[src/rtl/lsu_bus_bridge.sv]
// Load/store bridge between the core datapath and a 32-bit valid/ready data bus.
// One transaction at a time: request, optional read response, then a single DONE or ERR cycle.
module lsu_bus_bridge #(
  parameter int unsigned TIMEOUT_CYCLES = 255
) (
  input  logic        clk,
  input  logic        reset,
  input  logic        MemRead,
  input  logic        MemWrite,
  input  logic [2:0]  Funct3,
  input  logic [31:0] ALUResult,
  input  logic [31:0] WriteData,
  output logic [31:0] ReadData,
  output logic        Stall,
  output logic        MisalignErr,
  output logic        TimeoutErr,
  output logic        bus_valid,
  input  logic        bus_ready,
  output logic        bus_we,
  output logic [31:0] bus_addr,
  output logic [3:0]  bus_wstrb,
  output logic [31:0] bus_wdata,
  input  logic        bus_rvalid,
  input  logic [31:0] bus_rdata
);

  typedef enum logic [2:0] {
    S_IDLE   = 3'd0,
    S_REQ    = 3'd1,
    S_WAIT_R = 3'd2,
    S_DONE   = 3'd3,
    S_ERR    = 3'd4
  } state_e;

  localparam logic [15:0] TMO_LAST = 16'(TIMEOUT_CYCLES - 1);

  state_e      state_q, state_d;
  logic [15:0] cnt_q, cnt_d;
  logic [31:0] addr_q, addr_d;
  logic        we_q, we_d;
  logic [3:0]  wstrb_q, wstrb_d;
  logic [31:0] wdata_q, wdata_d;
  logic [2:0]  f3_q, f3_d;
  logic [1:0]  off_q, off_d;
  logic [31:0] rdata_q, rdata_d;
  logic        valid_q, valid_d;
  logic        mis_q, mis_d;
  logic        tmo_q, tmo_d;
  logic        op_s;
  logic        bad_s;
  logic        last_s;

  function automatic logic [3:0] lane_strb(input logic [2:0] f3, input logic [1:0] off);
    logic [3:0] s;
    case (f3[1:0])
      2'b00:   s = 4'b0001 << off;
      2'b01:   s = 4'b0011 << off;
      2'b10:   s = 4'b1111;
      default: s = 4'b0000;
    endcase
    return s;
  endfunction

  function automatic logic [31:0] lane_data(input logic [2:0] f3, input logic [31:0] wd);
    logic [31:0] d;
    case (f3[1:0])
      2'b00:   d = {4{wd[7:0]}};
      2'b01:   d = {2{wd[15:0]}};
      2'b10:   d = wd;
      default: d = 32'h0000_0000;
    endcase
    return d;
  endfunction

  function automatic logic [31:0] load_extend(input logic [2:0] f3, input logic [1:0] off,
                                              input logic [31:0] word);
    logic [7:0]  b;
    logic [15:0] h;
    logic [31:0] r;
    case (off)
      2'd0:    b = word[7:0];
      2'd1:    b = word[15:8];
      2'd2:    b = word[23:16];
      2'd3:    b = word[31:24];
      default: b = 8'h00;
    endcase
    h = off[1] ? word[31:16] : word[15:0];
    case (f3)
      3'b000:  r = {{24{b[7]}}, b};
      3'b100:  r = {24'h00_0000, b};
      3'b001:  r = {{16{h[15]}}, h};
      3'b101:  r = {16'h0000, h};
      3'b010:  r = word;
      default: r = 32'h0000_0000;
    endcase
    return r;
  endfunction

  // Illegal width code or an address not aligned to the access size.
  function automatic logic op_bad(input logic is_wr, input logic [2:0] f3, input logic [1:0] off);
    logic legal;
    logic mis;
    if (is_wr) begin
      case (f3)
        3'b000, 3'b001, 3'b010: legal = 1'b1;
        default:                legal = 1'b0;
      endcase
    end else begin
      case (f3)
        3'b000, 3'b001, 3'b010, 3'b100, 3'b101: legal = 1'b1;
        default:                                legal = 1'b0;
      endcase
    end
    mis = ((f3[1:0] == 2'b01) && off[0]) || ((f3[1:0] == 2'b10) && (off != 2'b00));
    return !legal || mis;
  endfunction

  assign op_s   = MemRead | MemWrite;
  assign bad_s  = op_bad(MemWrite, Funct3, ALUResult[1:0]);
  assign last_s = (cnt_q == TMO_LAST);

  // Next-state, request capture, read capture and error-pulse decode.
  always_comb begin
    state_d = state_q;
    cnt_d   = cnt_q;
    addr_d  = addr_q;
    we_d    = we_q;
    wstrb_d = wstrb_q;
    wdata_d = wdata_q;
    f3_d    = f3_q;
    off_d   = off_q;
    rdata_d = rdata_q;
    mis_d   = 1'b0;
    tmo_d   = 1'b0;
    case (state_q)
      S_IDLE: begin
        cnt_d = 16'd0;
        if (!op_s) begin
          state_d = S_IDLE;
        end else if (bad_s) begin
          state_d = S_ERR;
          mis_d   = 1'b1;
        end else begin
          state_d = S_REQ;
          addr_d  = {ALUResult[31:2], 2'b00};
          we_d    = MemWrite;
          f3_d    = Funct3;
          off_d   = ALUResult[1:0];
          wstrb_d = MemWrite ? lane_strb(Funct3, ALUResult[1:0]) : 4'b0000;
          wdata_d = MemWrite ? lane_data(Funct3, WriteData) : 32'h0000_0000;
        end
      end
      // A handshake or response in the final budgeted cycle still completes normally.
      S_REQ: begin
        cnt_d = cnt_q + 16'd1;
        if (bus_ready) begin
          state_d = we_q ? S_DONE : S_WAIT_R;
        end else if (last_s) begin
          state_d = S_ERR;
          tmo_d   = 1'b1;
        end else begin
          state_d = S_REQ;
        end
      end
      S_WAIT_R: begin
        cnt_d = cnt_q + 16'd1;
        if (bus_rvalid) begin
          state_d = S_DONE;
          rdata_d = load_extend(f3_q, off_q, bus_rdata);
        end else if (last_s) begin
          state_d = S_ERR;
          tmo_d   = 1'b1;
        end else begin
          state_d = S_WAIT_R;
        end
      end
      S_DONE:  state_d = S_IDLE;
      S_ERR:   state_d = S_IDLE;
      default: state_d = S_IDLE;
    endcase
    valid_d = (state_d == S_REQ);
  end

  // State and output registers with synchronous active-low reset.
  always_ff @(posedge clk) begin
    if (!reset) begin
      state_q <= S_IDLE;
      cnt_q   <= 16'd0;
      addr_q  <= 32'h0000_0000;
      we_q    <= 1'b0;
      wstrb_q <= 4'b0000;
      wdata_q <= 32'h0000_0000;
      f3_q    <= 3'b000;
      off_q   <= 2'b00;
      rdata_q <= 32'h0000_0000;
      valid_q <= 1'b0;
      mis_q   <= 1'b0;
      tmo_q   <= 1'b0;
    end else begin
      state_q <= state_d;
      cnt_q   <= cnt_d;
      addr_q  <= addr_d;
      we_q    <= we_d;
      wstrb_q <= wstrb_d;
      wdata_q <= wdata_d;
      f3_q    <= f3_d;
      off_q   <= off_d;
      rdata_q <= rdata_d;
      valid_q <= valid_d;
      mis_q   <= mis_d;
      tmo_q   <= tmo_d;
    end
  end

  assign Stall       = op_s & ((state_q == S_IDLE) | (state_q == S_REQ) | (state_q == S_WAIT_R));
  assign ReadData    = rdata_q;
  assign MisalignErr = mis_q;
  assign TimeoutErr  = tmo_q;
  assign bus_valid   = valid_q;
  assign bus_we      = we_q;
  assign bus_addr    = addr_q;
  assign bus_wstrb   = wstrb_q;
  assign bus_wdata   = wdata_q;

endmodule

[config.mk]
export PLATFORM = sky130hd
export DESIGN_NAME = lsu_bus_bridge
export DESIGN_NICKNAME = d
export VERILOG_FILES = /design/src/rtl/lsu_bus_bridge.sv
export SDC_FILE = /design/constraint.sdc
export NUM_CORES = 1
export LEC_CHECK = 0
export CORE_MARGIN = 1.5
export CORE_UTILIZATION = 33
export CTS_CLUSTER_DIAMETER = 120
export DETAILED_ROUTE_END_ITERATION = 7
export GPL_TIMING_DRIVEN = 0
export PLACE_DENSITY_LB_ADDON = 0.3
export SYNTH_ARGS = -nofsm -noshare
export SYNTH_HDL_FRONTEND = slang
export SYNTH_SLANG_ARGS = --single-unit
[constraint.sdc]
create_clock -name clk -period 2.15 [get_ports clk]
set_input_delay 0.43 -clock clk [delete_from_list [all_inputs] [get_ports clk]]
set_output_delay 0.43 -clock clk [all_outputs]
set_load 0.005 [all_outputs]
Word level (Yosys, flattened, before mapping)
Index checks and enable logic that the tools add are counted.
{"block": "word_totals", "in_bits": 105, "register_bits": 126, "output_inout_bits": 105}
{"block": "op_classes", "n_mux": 24, "bitwise": 5, "n_eq_ne": 17, "reduce_logical": 18, "shift": 2, "n_addsub": 1}
{"cell": "one-hot mux 32 bit (5 select lines)", "n": 1}
{"cell": "one-hot mux 32 bit (3 select lines)", "n": 1}
{"cell": "two-way mux 32 bit", "n": 1}
{"cell": "one-hot mux 16 bit (2 select lines)", "n": 1}
{"cell": "one-hot mux 8 bit (4 select lines)", "n": 1}
{"cell": "two-way mux 3 bit", "n": 6}
{"cell": "adder 16 x 1 -> 16 bit, second input constant", "n": 1}
{"cell": "== test 16 x 8 -> 1 bit, second input constant", "n": 1}
{"cell": "two-way mux 16 bit", "n": 1}
{"cell": "== test 3 x 1 -> 1 bit, second input constant", "n": 4}
{"cell": "== test 3 bit, second input constant", "n": 4}
{"cell": "one-hot mux 4 bit (3 select lines)", "n": 1}
{"cell": "== test 3 x 2 -> 1 bit, second input constant", "n": 3}
{"cell": "zero test 3 bit", "n": 3}
{"cell": "one-hot mux 3 bit (3 select lines)", "n": 1}
{"cell": "two-way mux 1 bit", "n": 8}
{"cell": "== test 2 bit, second input constant", "n": 3}
{"cell": "AND reduction 3 bit", "n": 2}
{"cell": "OR reduction 5 bit", "n": 1}
{"cell": "== test 2 x 1 -> 1 bit, second input constant", "n": 2}
{"cell": "zero test 2 bit", "n": 2}
{"cell": "two-way mux 4 bit", "n": 1}
{"cell": "nonzero test 2 bit", "n": 2}
{"cell": "left shift 1 x 2 -> 4 bit, first input constant", "n": 1}
{"cell": "11 further kinds", "n": 15}

Logic depth before layout (Yosys ltp)
Gate-level depths: netlist of the first run.
{"block": "depth", "ltp_word": 10, "mapped_depth": 8, "ltp_nobuf": 7}

Worst setup path before layout of the first run
Ideal clock, no wire load.
{"block": "synth_path", "path_type": "input port to flip-flop", "from": "in ALUResult[0]", "to": "reg wdata_q[14] (netlist: bus_wdata[14])", "t_arrival_ps": 1703, "cell_stages": 7, "setup_slack_ps": 330, "n_path_buf": 2, "setup_ps": 117, "cell_sequence": "or4_4 nand2_2 and2_1 buf_6 nor2_4 buf_6 a22o_1"}
{"block": "synth_between", "elab_chain_len": 6, "elab_cells_between_ends": 7, "classes_between": "bitwise (1); reduce/logical (6)"}
{"element": "start, declared", "line": "11", "source": "input logic [31:0] ALUResult,"}
{"element": "nonzero test 2 bit", "line": "114", "source": "mis = ((f3[1:0] == 2'b01) && off[0]) || ((f3[1:0] == 2'b10) && (off != 2'b00));"}
{"element": "logical AND 1 bit", "line": "114"}
{"element": "logical OR 1 bit *", "line": "114"}
{"element": "logical OR 1 bit *", "line": "115", "source": "return !legal || mis;"}
{"element": "NOT 1 bit (no line) *"}
{"element": "AND reduction 3 bit (no line) *"}
{"element": "end signal, assigned", "line": "205", "source": "wdata_q <= wdata_d;"}
{"element": "end, declared", "line": "42", "source": "logic [31:0] wdata_q, wdata_d;"}
Every way passes the cells marked *; elsewhere a longest branch is shown, timed or not.
A chain may end at the register's enable or synchronous reset.

Final worst setup path of the first run
{"block": "layout_path", "from": "reg state_q[1]", "to": "reg wdata_q[7] (netlist: bus_wdata[7])"}
{"block": "layout_between", "elab_chain_len": 2}
{"element": "start, declared", "line": "37", "source": "state_e state_q, state_d;"}
{"element": "start signal, assigned", "line": "200", "source": "state_q <= state_d;"}
{"element": "zero test 3 bit", "line": "135", "source": "case (state_q)"}
{"element": "AND reduction 3 bit (no line)"}
No other way between the ends.

==> metrics.csv, run 1 <==
stage,metric,value,unit
yosys,netlist_instances,681,
placement,hpwl,13900,um
cts,clockBufferDepth,2,
yosys,syn_avg_cell_area,8.15,um^2
yosys,syn_area,5550,um^2
finish,layout_common_cells,"clkdlybuf4s50_1 (202), nand2_1 (131), dfxtp_1 (126), a21oi_1 (111), o21ai_0 (55)",
power,ir_worst_vdd,0.545,mV
finish,final_cells,1139,
cts,clk_pin_slew,50,ps
run_status,outcome,finished clean,
floorplanning,dieHeight,133,um
timing,rsz0062_at_grt,no,
grt,antenna_found_initial,0,
floorplanning,start_util,33.6,%
cts,cts_sinks,126,
timing,skew,7.19,ps
worst_hold_path,hold_path.class,flip-flop to flip-flop,
critical_path,cp_slowest_cell,or3_1,
route,drtPass1Iterations,5,
grt,grtUsageTotal,21.4,%
finish,seqCellArea,2520,um^2
cts,cts-root-buf,clkbuf_16,
power,p_leak,3.04,nW
critical_path,arrival,2350,ps
critical_path,path_max_fanout,10,
yosys,ys_types,57,
critical_path,r2r_cells,8,
yosys,synth-simple-area-share,19.8,%
timing,fin_crit_sh,94.9,%
cts,ctsHoldBuffers,0,
floorplanning,die_w,133,um
route,totalWireLength,18500,um
finish,nFillCells,1582,
grt,grt_overflow,0,
placement,pre_cts_ws,-638,ps
timing,maxSlewViolCount,0,
finish,syn2layout_area_growth,53.4,%
yosys,synth-edff-count,0,
yosys,netlist_top_cells_area,"dfxtp_1 (45%), a21oi_1 (10%), nand2_1 (8.9%)",
floorplanning,die-area,17600,um^2
yosys,synthXorXnorAreaFrac,0,%
finish,diodes,0,
floorplanning,io_pins,210,
placement,placed_cell_area,7900,um^2
critical_path,slowest_delay,480,ps
finish,multi_input_area,2800,um^2
timing,slew_headroom,52.3,%
timing,setup_viol,0,
timing,fin_ws,110,ps
timing,finalHoldViolations,0,
cts,cts_tree,done,
placement,dp.cells,1109,
critical_path,reg2reg_from,state_q[1]$_SDFF_PN0_,
critical_path,crit_type,flip-flop to flip-flop,
route,ant_nets,0,
power,power_density,753,nW/um^2
grt,grt_max_degree,17,
critical_path,cp_cell_sequence,buf_2 > or3_1 > nor2_2 > and2_1 > buf_6 > nor2_4 > buf_2 > a22o_1,
yosys,synth_top_family_by_area,compound AO/OA/AOI/OAI gates,
placement,place.gp.congestion,0.896,
worst_hold_path,hold_path_depth,2,
route,vias_per_cell,5.09,
yosys,synth-async-reset-ratio,0,%
yosys,yosysTopAreaCellShare,45.4,%
route,vias,5801,
grt,grt_pass1_wl,29700,um
cts,cts_buffers,17,
floorplanning,fp.coreArea,16500,um^2
run,max_cap_violations,0,
critical_path,reg2reg_slack,110,ps
yosys,synthAdderAreaFrac,0.451,%
timing,setup_tns,0,ps
yosys,ys.flop_type,dfxtp_1,
yosys,synthMuxAreaShare,2.95,%
yosys,yosysWarningCount,0,
finish,fin_area,8520,um^2
floorplanning,rows,47,
critical_path,crit_path_start_kind,flip-flop,
cts,htree_levels,4,
route,routedWlPerCell,16.3,um
critical_path,crit_path_end_kind,flip-flop,
finish,layout_commonest_cell,clkdlybuf4s50_1,
yosys,ys_seq_area_share,45.4,%
cts,clk_latency,410,ps
placement,io_buffers,207,
timing,fmax,0.490,GHz
critical_path,cp_common_cell,buf_2,
yosys,synth_compound_area_share,26.8,%
route,route.detailed.drc,0,
yosys,synth_top_area_cell,dfxtp_1,
critical_path,r2r-end,bus_wdata[7]$_SDFFE_PN0P_,
worst_hold_path,hold_end,ReadData[8]$_SDFFE_PN0P_,
timing,worst_pin_slew,710,ps
finish,nets,1015,
yosys,synth-seq-cells,126,
finish,drive_above_1_share,6.64,%
route,drtIter0Drc,348,
critical_path,required,2460,ps
worst_hold_path,hp-start,ReadData[8]$_SDFFE_PN0P_,
grt,grt_pass1_vias,5669,
timing,period_needed,2040,ps
-- cell usage after synthesis (3+ instances only) --
cell	instances
nand2_1	132
dfxtp_1	126
a21oi_1	111
o21ai_0	55
nor2_1	35
clkbuf_1	28
a22o_1	27
mux2i_1	13
nand2b_1	13
nor2b_1	13
o211ai_1	9
o2bb2ai_1	9
nand3_1	8
a221oi_1	7
buf_2	7
a31oi_1	6
buf_4	6
nand4_1	6
and3_1	5
nor3_1	5
buf_1	4
and2_1	3
buf_6	3
inv_1	3
mux2_2	3
nand3b_1	3
o21a_1	3
or3_1	3
-- worst max path at each step --
stage | startpoint | to | cells past startpoint
finish | state_q[1]$_SDFF_PN0_ | bus_wdata[7]$_SDFFE_PN0P_ | 8
detailed placement | ALUResult[0] | bus_addr[20]$_SDFFE_PN0P_ | 7
global placement | ALUResult[0] | bus_addr[12]$_SDFFE_PN0P_ | 7
floorplan | ALUResult[0] | bus_wdata[14]$_SDFFE_PN0P_ | 7
CTS | ALUResult[1] | bus_wdata[7]$_SDFFE_PN0P_ | 8
global route | state_q[1]$_SDFF_PN0_ | bus_wdata[7]$_SDFFE_PN0P_ | 8
-- metrics by stage --
stage               hold slack (ps)  power (mW)  utilization [%]
floorplan                       444        3.00                -
global placement                435        3.53             47.8
detailed placement              445        3.53             47.8
CTS                             453        6.47             51.5
global route                    463        6.68             51.6
finish                          450        6.42             51.6
-- logic make-up (layout without fill, tap and decap cells) --
| family | count (synthesis) | count (layout) |
|---|---|---|
| other cells | 1 | 2 |
| compound gates | 245 | 245 |
| flops | 126 | 126 |
| fa+ha+maj | 2 | 2 |
| buf+inv | 52 | 289 |
| simple gates | 239 | 239 |
| mux | 16 | 16 |
-- area by class of cell --
class	count	area share (%)
Clock buffer	24	5.77
Clock inverter	6	1.26
Sequential cell	126	29.6
Multi-Input combinational cell	504	32.8
Inverter	4	0.176
Buffer	47	2.72
Timing Repair Buffer	208	24.4
Tap cell	220	3.23
-- layer usage --
metal / GRT usage [%] / up-vias / share of wire, %
li1: - / 2887 / -
met4: 7.75 / 0 / 2.1
met1: 26.4 / 2629 / 44
met3: 7.66 / 31 / 9.1
met2: 34.3 / 254 / 45
met5: 0 / - / 0
-- flip-flops by register name, summed over array words and instances (netlist names), 2 cells and up --
signal	cells
bus_wstrb	4
state_q	3
off_q	2
cnt_q	16
ReadData	32
bus_addr	30
f3_q	3
bus_wdata	32
-- timing repair --
| action | CTS | global route |
|---|---|---|
| endpoints found under the setup margin | 64 | 62 |
| gates resized for setup | 5 | 6 |
| buffers inserted | 1 | 0 |
-- worst max-delay path: cells and delay by family, from the launching register on --
family / cells / cell delay, ps
buffers and inverters: 3 / 520
and+or+nand+nor: 4 / 930
DFF: 1 / 290
AOI/OAI and AO/OA: 1 / 190
-- where the power goes --
group | switching (mW) | internal, mW | total (mW) | leakage, nW
clock | 0.994 | 1.93 | 2.92 | 0.292
combinational | 0.505 | 0.507 | 1.01 | 1.73
sequential | 0.0556 | 2.43 | 2.48 | 1.02
Note: power is estimated with default switching activity, not from simulation.
==> inputs of run 2 (changes only) <==
--- a/config.mk
+++ b/config.mk
@@ -5,6 +5,7 @@
 export SDC_FILE = /design/constraint.sdc
 export NUM_CORES = 1
 export LEC_CHECK = 0
+export CAP_MARGIN = 10
 export CORE_MARGIN = 1.5
 export CORE_UTILIZATION = 33
 export CTS_CLUSTER_DIAMETER = 120
==> results of run 2 <==
Same layout as run 1: the final DEF is identical, and so are final timing and power.
==> inputs of run 3 (changes only) <==
--- a/config.mk
+++ b/config.mk
@@ -15,3 +15,4 @@
 export SYNTH_ARGS = -nofsm -noshare
 export SYNTH_HDL_FRONTEND = slang
 export SYNTH_SLANG_ARGS = --single-unit
+export TNS_END_PERCENT = 10
==> run 3 against run 2 <==
Effect of this change:
- final cell count hardly changed
- global-route usage stayed put
- critical path depth is 2 lower
- routed wire length is 0.23% lower
- first-iteration DRC count is 8.9% lower
- via count hardly changed
- critical endpoint is now bus_wdata[27]$_SDFFE_PN0P_
==> metrics.csv, run 3 (same netlist as run 1, synthesis figures left out) <==
stage,metric,value,unit,change
run_status,outcome,finished clean,,
timing,maxSlewViolCount,0,,unchanged
finish,final_core_util,51.6,%,about the same
cts,ctsHoldBuffers,0,,unchanged
route,routedWlPerCell,16.2,um,-0.31%
timing,finalHoldViolations,0,,unchanged
run,max_cap_violations,0,,unchanged
critical_path,r2r_cells,8,,unchanged
timing,period_needed,2110,ps,+68.6 ps
floorplanning,io_pins,210,,unchanged
critical_path,r2r-end,bus_wdata[7]$_SDFFE_PN0P_,,
finish,final_cells,1140,,+0.088%
critical_path,arrival,2470,ps,+120 ps
route,totalWireLength,18500,um,-0.23%
power,ir_worst_vdd,0.546,mV,+0.15%
placement,hpwl,13900,um,unchanged
critical_path,cp.buffers_inverters,3,,unchanged
cts,cts-root-buf,clkbuf_16,,
grt,grtUsageTotal,21.4,%,unchanged
critical_path,critPathCapture,bus_wdata[27]$_SDFFE_PN0P_,,
power,p_leak,3.04,nW,about the same
route,route.detailed.drc,0,,unchanged
timing,fmax,0.474,GHz,-3.3%
critical_path,crit_type,primary input to flip-flop,,
placement,dp.cells,1109,,unchanged
cts,clk_latency,410,ps,about the same
timing,fin_crit_sh,98.1,%,+3.2 points
cts,clk_pin_slew,60,ps,about the same
critical_path,cp_top_family,buffers and inverters,,
critical_path,crit_path_start_kind,primary input,,
power,total_power,6.41,mW,about the same
floorplanning,start_util,33.6,%,unchanged
critical_path,reg2reg_from,state_q[1]$_SDFF_PN0_,,
placement,io_buffers,207,,unchanged
timing,setup_viol,0,,unchanged
finish,drive_above_1_share,6.63,%,-0.0072 points
floorplanning,dieHeight,133,um,unchanged
route,vias,5805,,+0.069%
timing,whs,450,ps,+0.480 ps
cts,htree_levels,4,,unchanged
critical_path,cp_cell_sequence,clkdlybuf4s50_1 > clkbuf_1 > buf_1 > a21oi_1 > o21ai_0 > a22o_1,,
cts,cts_tree,done,,
critical_path,required,2510,ps,+50 ps
grt,grt_overflow,0,,unchanged
finish,seqCellArea,2520,um^2,unchanged
finish,layout_common_cells,"clkdlybuf4s50_1 (202), nand2_1 (131), dfxtp_1 (126), a21oi_1 (111), o21ai_0 (55)",,
finish,multi_input_area,2800,um^2,unchanged
critical_path,startpoint,Funct3[1],,
critical_path,path_depth,6,,-2
finish,diodes,0,,unchanged
critical_path,slowest_delay,620,ps,+140 ps
route,drtPass1Iterations,7,,+2
worst_hold_path,hold_path.class,flip-flop to flip-flop,,
floorplanning,rows,47,,unchanged
finish,layout_commonest_cell,clkdlybuf4s50_1,,
grt,grt_max_degree,17,,unchanged
route,drtIter0Drc,317,,-8.9%
timing,skew,7.28,ps,+0.0843 ps
cts,cts_sinks,126,,unchanged
critical_path,path_max_fanout,10,,unchanged
grt,grt_pass1_wl,29700,um,about the same
cts,clockBufferDepth,2,,unchanged
placement,place.gp.congestion,0.896,,unchanged
finish,syn2layout_area_growth,53.5,%,about the same
grt,grt_pass1_vias,5669,,unchanged
floorplanning,fp.coreArea,16500,um^2,unchanged
critical_path,crit_path_end_kind,flip-flop,,
critical_path,reg2reg_slack,110,ps,about the same
floorplanning,die-area,17600,um^2,unchanged
grt,antenna_found_initial,0,,unchanged
power,power_density,752,nW/um^2,-0.14%
finish,nets,1016,,+0.099%
floorplanning,die_w,133,um,unchanged
route,ant_nets,0,,unchanged
critical_path,cp_slowest_cell,clkdlybuf4s50_1,,
timing,worst_pin_slew,729,ps,+18.5 ps
timing,rsz0062_at_grt,yes,,
cts,cts_buffers,17,,unchanged
route,vias_per_cell,5.09,,about the same
finish,nFillCells,1586,,+0.25%
timing,slew_headroom,51.0,%,-1.2 points
run 3: changes by cell type in the layout (fill, tap and decap cells not counted):
cell / before / now
clkbuf_1: 29 / 30
run 3: tightest hold or removal path: cells and delay by family (launching register included):
kind | cells | cell delay (ps)
and+or+nand+nor | 1 | 40
DFF | 1 | 320
AOI/OAI and AO/OA | 1 | 50
run 3: worst min path at each step:
stage	cells past startpoint	slack [ps]	end	startpoint
final	2	450	ReadData[8]$_SDFFE_PN0P_	ReadData[8]$_SDFFE_PN0P_
after global routing	2	460	bus_addr[8]$_SDFFE_PN0P_	bus_addr[8]$_SDFFE_PN0P_
after CTS	2	450	bus_addr[8]$_SDFFE_PN0P_	bus_addr[8]$_SDFFE_PN0P_
after detailed placement	2	440	ReadData[12]$_SDFFE_PN0P_	ReadData[12]$_SDFFE_PN0P_
after global placement	2	440	ReadData[29]$_SDFFE_PN0P_	ReadData[29]$_SDFFE_PN0P_
after floorplan	2	440	ReadData[27]$_SDFFE_PN0P_	ReadData[27]$_SDFFE_PN0P_
run 3: where the power goes:
group          switching, mW  total [mW]  leakage, nW  internal (mW)
combinational          0.509        1.02         1.73          0.508
clock                  0.987        2.92        0.292           1.93
sequential            0.0513        2.48         1.02           2.43
run 3: per-stage QoR:
stage / setup WS, ps / area, um^2 / setup TNS [ps]
6_report: 41.2 / 8520 / 0
5_1_grt: -39.8 / 8520 / -42.6
4_1_cts: 4.66 / 8510 / 0
3_5_place_dp: -638 / 7900 / -40430
3_3_place_gp: -601 / 7900 / -37840
2_1_floorplan: 330 / 5560 / 0
run 3: area by class of cell:
class | count | area share (%)
plain buffers | 48 | 2.76
clock buffers | 24 | 5.77
clock inverters | 6 | 1.26
inverters | 4 | 0.176
multi-input cells | 504 | 32.8
flip-flops and latches | 126 | 29.6
well taps | 220 | 3.23
repair buffers | 208 | 24.4
run 3: timing repair:
item | CTS | global route
gates cloned | 0 | 0
endpoints found under the setup margin | 64 | 63
gates resized for setup | 6 | 4
buffers inserted | 1 | 0
run 3: routing by layer:
metal  vias to the layer above  wire length (um)  share of wire (%)  GRT usage, %
met5                         -                 0                  0             0
met4                         0               358                1.9          7.75
met3                        30              1750                9.4          7.66
met2                       256              8340                 45          34.3
met1                      2630              8040                 43          26.4
li1                       2889                 -                  -             -
